===== src/rtl/fifo_pkg.sv =====
// -----------------------------------------------------------------------------
// fifo_pkg
// Shared definitions for the asynchronous FIFO pointer controllers (read and
// write side): default address width, pointer-width helper, and Gray/binary
// conversion functions.
// Functions operate on a 32-bit container; callers zero-extend narrower
// pointers, which leaves the conversion of the low bits unchanged.
// -----------------------------------------------------------------------------
package fifo_pkg;

  localparam int DEF_ADDR_WIDTH = 6;
  localparam int CONV_W         = 32;

  // Pointers carry one extra wrap bit beyond the memory address.
  function automatic int ptr_width(input int addr_width);
    return addr_width + 1;
  endfunction

  function automatic logic [CONV_W-1:0] bin2gray(input logic [CONV_W-1:0] bin);
    return bin ^ (bin >> 1);
  endfunction

  // Prefix-XOR from the MSB down, done in log2 steps.
  function automatic logic [CONV_W-1:0] gray2bin(input logic [CONV_W-1:0] gray);
    logic [CONV_W-1:0] bin;
    bin = gray;
    bin = bin ^ (bin >> 1);
    bin = bin ^ (bin >> 2);
    bin = bin ^ (bin >> 4);
    bin = bin ^ (bin >> 8);
    bin = bin ^ (bin >> 16);
    return bin;
  endfunction

endpackage


===== src/rtl/read_ptr_gray_ctrl_gray2bin.sv =====
// -----------------------------------------------------------------------------
// gray2bin
// Combinational Gray-to-binary converter of parametrised width. Used on the
// synchronised write pointer in the read domain and on the synchronised read
// pointer in the write domain.
//
// Ports:
//   gray_i  in  W  Gray-coded value
//   bin_o   out W  binary equivalent
// -----------------------------------------------------------------------------
module gray2bin #(
  parameter int W = 7
) (
  input  logic [W-1:0] gray_i,
  output logic [W-1:0] bin_o
);

  // Each binary bit is the XOR of all Gray bits at and above its position;
  // written per bit so there is no chained dependency on bin_o itself.
  for (genvar i = 0; i < W; i++) begin : g_bit
    assign bin_o[i] = ^(gray_i >> i);
  end

endmodule


===== src/rtl/read_ptr_gray_ctrl.sv =====
// -----------------------------------------------------------------------------
// read_ptr_gray_ctrl
// Read-side pointer and status controller of the asynchronous FIFO. Keeps the
// read pointer in binary and Gray form, produces a look-ahead registered empty
// flag against the synchronised Gray write pointer, and a registered fill
// level with an almost-empty flag.
//
// Optional feature macro: RPTR_UNDERFLOW_EN adds a sticky underflow output set
// by any read request while empty.
//
// Parameters:
//   ADDR_WIDTH  memory address width; depth = 2**ADDR_WIDTH
//   AE_THRESH   almost_empty asserts when level <= AE_THRESH
//
// Ports:
//   clk           in   1             read-domain clock
//   rst_n         in   1             asynchronous active-low reset
//   inc           in   1             read request, accepted only when not empty
//   rq2_wptr      in   ADDR_WIDTH+1  Gray write pointer, synchronised to clk
//   rptr          out  ADDR_WIDTH+1  Gray read pointer (to read->write sync)
//   raddr         out  ADDR_WIDTH    memory read address
//   empty         out  1             registered empty flag
//   almost_empty  out  1             registered, level <= AE_THRESH
//   rlevel        out  ADDR_WIDTH+1  registered fill level
//   underflow     out  1             sticky read-while-empty (macro only)
// -----------------------------------------------------------------------------
module read_ptr_gray_ctrl
  import fifo_pkg::*;
#(
  parameter int ADDR_WIDTH = DEF_ADDR_WIDTH,
  parameter int AE_THRESH  = 4
) (
  input  logic                  clk,
  input  logic                  rst_n,
  input  logic                  inc,
  input  logic [ADDR_WIDTH:0]   rq2_wptr,
  output logic [ADDR_WIDTH:0]   rptr,
  output logic [ADDR_WIDTH-1:0] raddr,
  output logic                  empty,
  output logic                  almost_empty,
  output logic [ADDR_WIDTH:0]   rlevel
`ifdef RPTR_UNDERFLOW_EN
  ,
  output logic                  underflow
`endif
);

  localparam int            PW     = ptr_width(ADDR_WIDTH);
  localparam logic [PW-1:0] AE_LVL = PW'(AE_THRESH);

  logic [PW-1:0] rbin_q,  rbin_d;
  logic [PW-1:0] rptr_q,  rptr_d;
  logic [PW-1:0] level_q, level_d;
  logic          empty_q, empty_d;
  logic          ae_q,    ae_d;
  logic [PW-1:0] wbin;
  logic          rd_ok;

  gray2bin #(.W(PW)) u_wptr_g2b (
    .gray_i (rq2_wptr),
    .bin_o  (wbin)
  );

  assign rd_ok = inc & ~empty_q;

  // Flags and level are evaluated on the post-increment pointer, so the read
  // that drains the last word raises empty on the same edge (look-ahead).
  // NOTE: every always_comb output gets a default first so no path leaves it
  // unassigned, which would otherwise infer a latch.
  always_comb begin
    rbin_d  = rbin_q;
    rptr_d  = rptr_q;
    level_d = level_q;
    empty_d = empty_q;
    ae_d    = ae_q;

    rbin_d  = rbin_q + PW'(rd_ok);
    rptr_d  = rbin_d ^ (rbin_d >> 1);
    // Modular subtract: wrap of either pointer still yields the true level.
    level_d = wbin - rbin_d;
    empty_d = (rptr_d == rq2_wptr);
    ae_d    = (level_d <= AE_LVL);
  end

  // NOTE: sequential state uses non-blocking assignments so every flop samples
  // the pre-edge values regardless of statement order.
  always_ff @(posedge clk or negedge rst_n) begin
    if (!rst_n) begin
      rbin_q  <= '0;
      rptr_q  <= '0;
      level_q <= '0;
      empty_q <= 1'b1;
      ae_q    <= 1'b1;
    end else begin
      rbin_q  <= rbin_d;
      rptr_q  <= rptr_d;
      level_q <= level_d;
      empty_q <= empty_d;
      ae_q    <= ae_d;
    end
  end

`ifdef RPTR_UNDERFLOW_EN
  logic underflow_q, underflow_d;

  // Sticky: only reset clears it.
  assign underflow_d = underflow_q | (inc & empty_q);

  always_ff @(posedge clk or negedge rst_n) begin
    if (!rst_n) underflow_q <= 1'b0;
    else        underflow_q <= underflow_d;
  end

  assign underflow = underflow_q;
`endif

  assign rptr         = rptr_q;
  assign raddr        = rbin_q[ADDR_WIDTH-1:0];
  assign empty        = empty_q;
  assign almost_empty = ae_q;
  assign rlevel       = level_q;

endmodule


===== config.mk =====
export PLATFORM = sky130hd
export DESIGN_NAME = read_ptr_gray_ctrl
export DESIGN_NICKNAME = d
export VERILOG_FILES = /design/src/rtl/fifo_pkg.sv /design/src/rtl/read_ptr_gray_ctrl_gray2bin.sv /design/src/rtl/read_ptr_gray_ctrl.sv
export SDC_FILE = /design/constraint.sdc
export NUM_CORES = 1
export LEC_CHECK = 0
export ABC_AREA = 1
export CAP_MARGIN = 20
export CORE_MARGIN = 2
export CORE_UTILIZATION = 50
export CTS_BUF_LIST = sky130_fd_sc_hd__clkbuf_8
export DETAILED_ROUTE_END_ITERATION = 7
export PLACE_DENSITY = 0.77
export SLEW_MARGIN = 20
export SYNTH_ARGS = -nofsm -noshare
export SYNTH_HDL_FRONTEND = slang
export SYNTH_HIERARCHICAL = 1
export SYNTH_SLANG_ARGS = --single-unit

===== constraint.sdc =====
create_clock -name clk -period 3.3 [get_ports clk]
set_input_delay 0.495 -clock clk [delete_from_list [all_inputs] [get_ports clk]]
set_output_delay 0.495 -clock clk [all_outputs]
set_load 0.01 [all_outputs]

==> metrics.log <==
INFO  metric crit_path_max_fanout = 7
INFO  metric routed-via-count = 1546
INFO  metric yosysSeqAreaShare = roughly 34%
INFO  metric start_util = between 50% and 60%
INFO  metric clkSlewWorstSetupHoldPaths = approximately 0.07 ns
INFO  metric rsz0062_at_grt = false
INFO  metric synth-seq-cells = 22
INFO  metric fmaxAchievable = around 350 MHz
INFO  metric period_share = a little under nine tenths
INFO  metric cts.path.max_buffers = 2
INFO  metric placed_cells = 326
INFO  metric worst_setup_path_end_kind = flop
INFO  metric post_detailed_routing_wire_length = between 3000 and 4000 um
INFO  metric number_of_global_route_vias_before_repair = roughly 1300
INFO  metric final-setup-viol-count = 0
INFO  metric cts_tree = yes
INFO  metric grt_pass1_wl = between 5000 and 6000 um
INFO  metric cp.arrival = about 3 ns
INFO  metric finalNonFillerCells = 329
INFO  metric fin_total_pwr = between 1.5 and 2 mW
INFO  metric std_cell_rows = 20
INFO  metric timing_hold_violations_final = 0
INFO  metric power.leakage = about 1.1 nW
INFO  metric routabilityCongestion = 0.839
INFO  metric cts_repair_resize_count = 0
INFO  metric setup-tns-final = 0 ns
INFO  metric route.antenna.remaining_nets = 0
INFO  metric route.detailed.drc = 0
INFO  metric final.setup.worst_slack = roughly 0.48 ns
INFO  metric drv_slew = 0
INFO  metric globalRouteTotalUtil = a little under 20%
INFO  metric fraction_of_layout_instances_using_a_drive_strength_above_1 = a little over a tenth
INFO  metric post_drt_via_cell_ratio = about 4.7
INFO  metric cts_htree_levels = 1
INFO  metric placement.io_buffers = 31
INFO  metric routed_wire_length_per_instance = approximately 10 um
INFO  metric core_area = slightly above 3000 um^2
INFO  metric antenna_cells = 0
INFO  metric synth.cell_area = approximately 1600 um^2
INFO  metric netlist_instances = 254
INFO  metric clkLatencyLatePin = 0.26 ns
INFO  metric die-width = 61.4 um
INFO  metric max-slew-margin-rel = ~35%
INFO  metric global_route_total_overflow = 0
INFO  metric post_syn_nets = 270
INFO  metric clock-skew-final = 0.00381 ns
INFO  metric setup_crit_start_kind = input port
INFO  metric min_period = approximately 2.8 ns
INFO  metric outcome = finished clean
INFO  metric total_number_of_clock_tree_sinks = 22
INFO  metric fp.dieArea = between 3000 and 4000 um^2
INFO  metric worstPathRequired = between 3 and 4 ns
INFO  metric chipHeight = 61.4 um
INFO  metric timing_worst_setup_path_type = input port to flop
INFO  metric cts_inserted_buffers = 3
INFO  metric synth_warnings = 6
INFO  metric hold_buffers = 0
INFO  metric post_synthesis_area_per_instance = between 6 and 7 um^2
INFO  metric post-place-ws = ~0.26 ns
INFO  metric r2r.worst_path.cells = 17
INFO  metric grt_start_max_net_pins = 23
INFO  metric worst_ir_drop_vdd = between 0.4 and 0.5 mV
INFO  metric grt_antenna_before_repair = 0
INFO  metric place.detailed.hpwl = between 2000 and 3000 um
INFO  metric area.growth.synth_to_final = 23.5%
INFO  metric detail_route.iter0.violations = 45
INFO  metric drt_pass1_iterations = 4
INFO  metric max_slew.worst_pin.slew = ~0.97 ns
INFO  metric type_of_the_most_critical_hold_path = flop to flop
INFO  metric power.density = 907 nW/um^2
INFO  metric clockRootBuffer = clkbuf_8
INFO  metric worst_hold_path.num_cells = 2
INFO  metric cts_setup_buffers = 0
INFO  metric ports_placed_on_the_boundary = 32
INFO  metric cap_violations = 0
INFO  metric synth.distinct_cells = 23
INFO  metric fin_nets = 303
final cells by class:
| class | instances | area (um^2) |
|---|---|---|
| inverters | 46 | 173 |
| fillers | 309 | 1070 |
| multi-input cells | 183 | 900 |
| clock buffers | 3 | 41.3 |
| well taps | 44 | 55.1 |
| repair buffers | 31 | 310 |
| flip-flops and latches | 22 | 553 |
cells in the final DEF (no fill, tap or decap), drive strengths merged:
cell	synthesis	final
o211ai	1	1
dfrtp	20	20
o21ai	3	3
o21bai	1	1
nor2	11	11
a21oi	1	1
nand2	123	123
nand3	26	26
nand4	6	6
inv	46	46
dfstp	2	2
clkdlybuf4s50	0	31
and2	1	1
xnor2	2	2
clkbuf	1	3
ha	5	5
xor2	2	2
fa	1	1
stage by stage:
step | hold WS [ns] | instance area, um^2 | utilization (%)
final | 0.600 | 2030 | 65.5
after detailed placement | 0.590 | 1990 | 64.2
after floorplan | 0.199 | 1650 | -
after CTS | 0.607 | 2030 | 65.5
after global placement | 0.591 | 1990 | 64.2
after global routing | 0.658 | 2030 | 65.5
layer usage:
layer | part of all wire, % | GRT usage (%)
met1 | 51 | 27.6
met3 | 2.2 | 1.47
met5 | 0 | 0
met4 | 2.2 | 7.90
met2 | 44 | 31.5
sequential cells by signal (all words and copies together) (netlist names):
name and count:
empty 1, rlevel 7, rptr 6, rbin_q 7
almost_empty 1
cells in the mapped netlist, drive strengths merged:
cell type	n	share of area, %
nand2	123	30
inv	46	10
nand3	26	9.4
dfrtp	20	30
nor2	11	3.0
nand4	6	2.3
ha	5	3.8
o21ai	3	0.91
buf	2	0.91
dfstp	2	3.2
xnor2	2	1.1
xor2	2	1.1
a21oi	1	0.30
and2	1	0.38
clkbuf	1	0.30
fa	1	1.2
o211ai	1	0.46
o21bai	1	0.46
cells by family (layout without fill, tap and decap cells):
family	Yosys count	count (layout)	share of synthesized area, %
and+or+nand+nor	167	167	45.4
buffers and inverters	49	80	11.7
DFF	22	22	33.6
adders and majority gates	6	6	5.02
AOI/OAI and AO/OA	6	6	2.13
xor gates and xnor gates	4	4	2.13
power by group:
group / internal [mW] / total [mW] / switching [mW]
combinational: 0.506 / 1.18 / 0.677
clock: 0.0813 / 0.162 / 0.0804
sequential: 0.408 / 0.498 / 0.0904
final timing paths:
path                       slack [ns]           end        start
max                              0.48  almost_empty  rq2_wptr[4]
min in group asynchronous        0.77     rbin_q[1]        rst_n
min                              0.60     rbin_q[6]    rbin_q[6]
max in group asynchronous        1.94     rbin_q[4]        rst_n
max reg2reg                      0.93  almost_empty        empty
min reg2reg                      0.60     rbin_q[6]    rbin_q[6]
critical path: stages:
cell and delay, ns:
clkdlybuf4s50_1 0.61, inv_2 0.09, nand2_2 0.07, nand3_1 0.10, nand2_2 0.13, nand2_1 0.06
nand2_1 0.05, inv_1 0.05, ha_1 0.21, fa_1 0.39, inv_1 0.11, nand3_2 0.11
nand3_2 0.10, nand2_1 0.05, nand2_1 0.08, nand2_2 0.06, nor2_1 0.09, nand2_1 0.05
nor2_1 0.11
(Power assumes the default switching activity.)
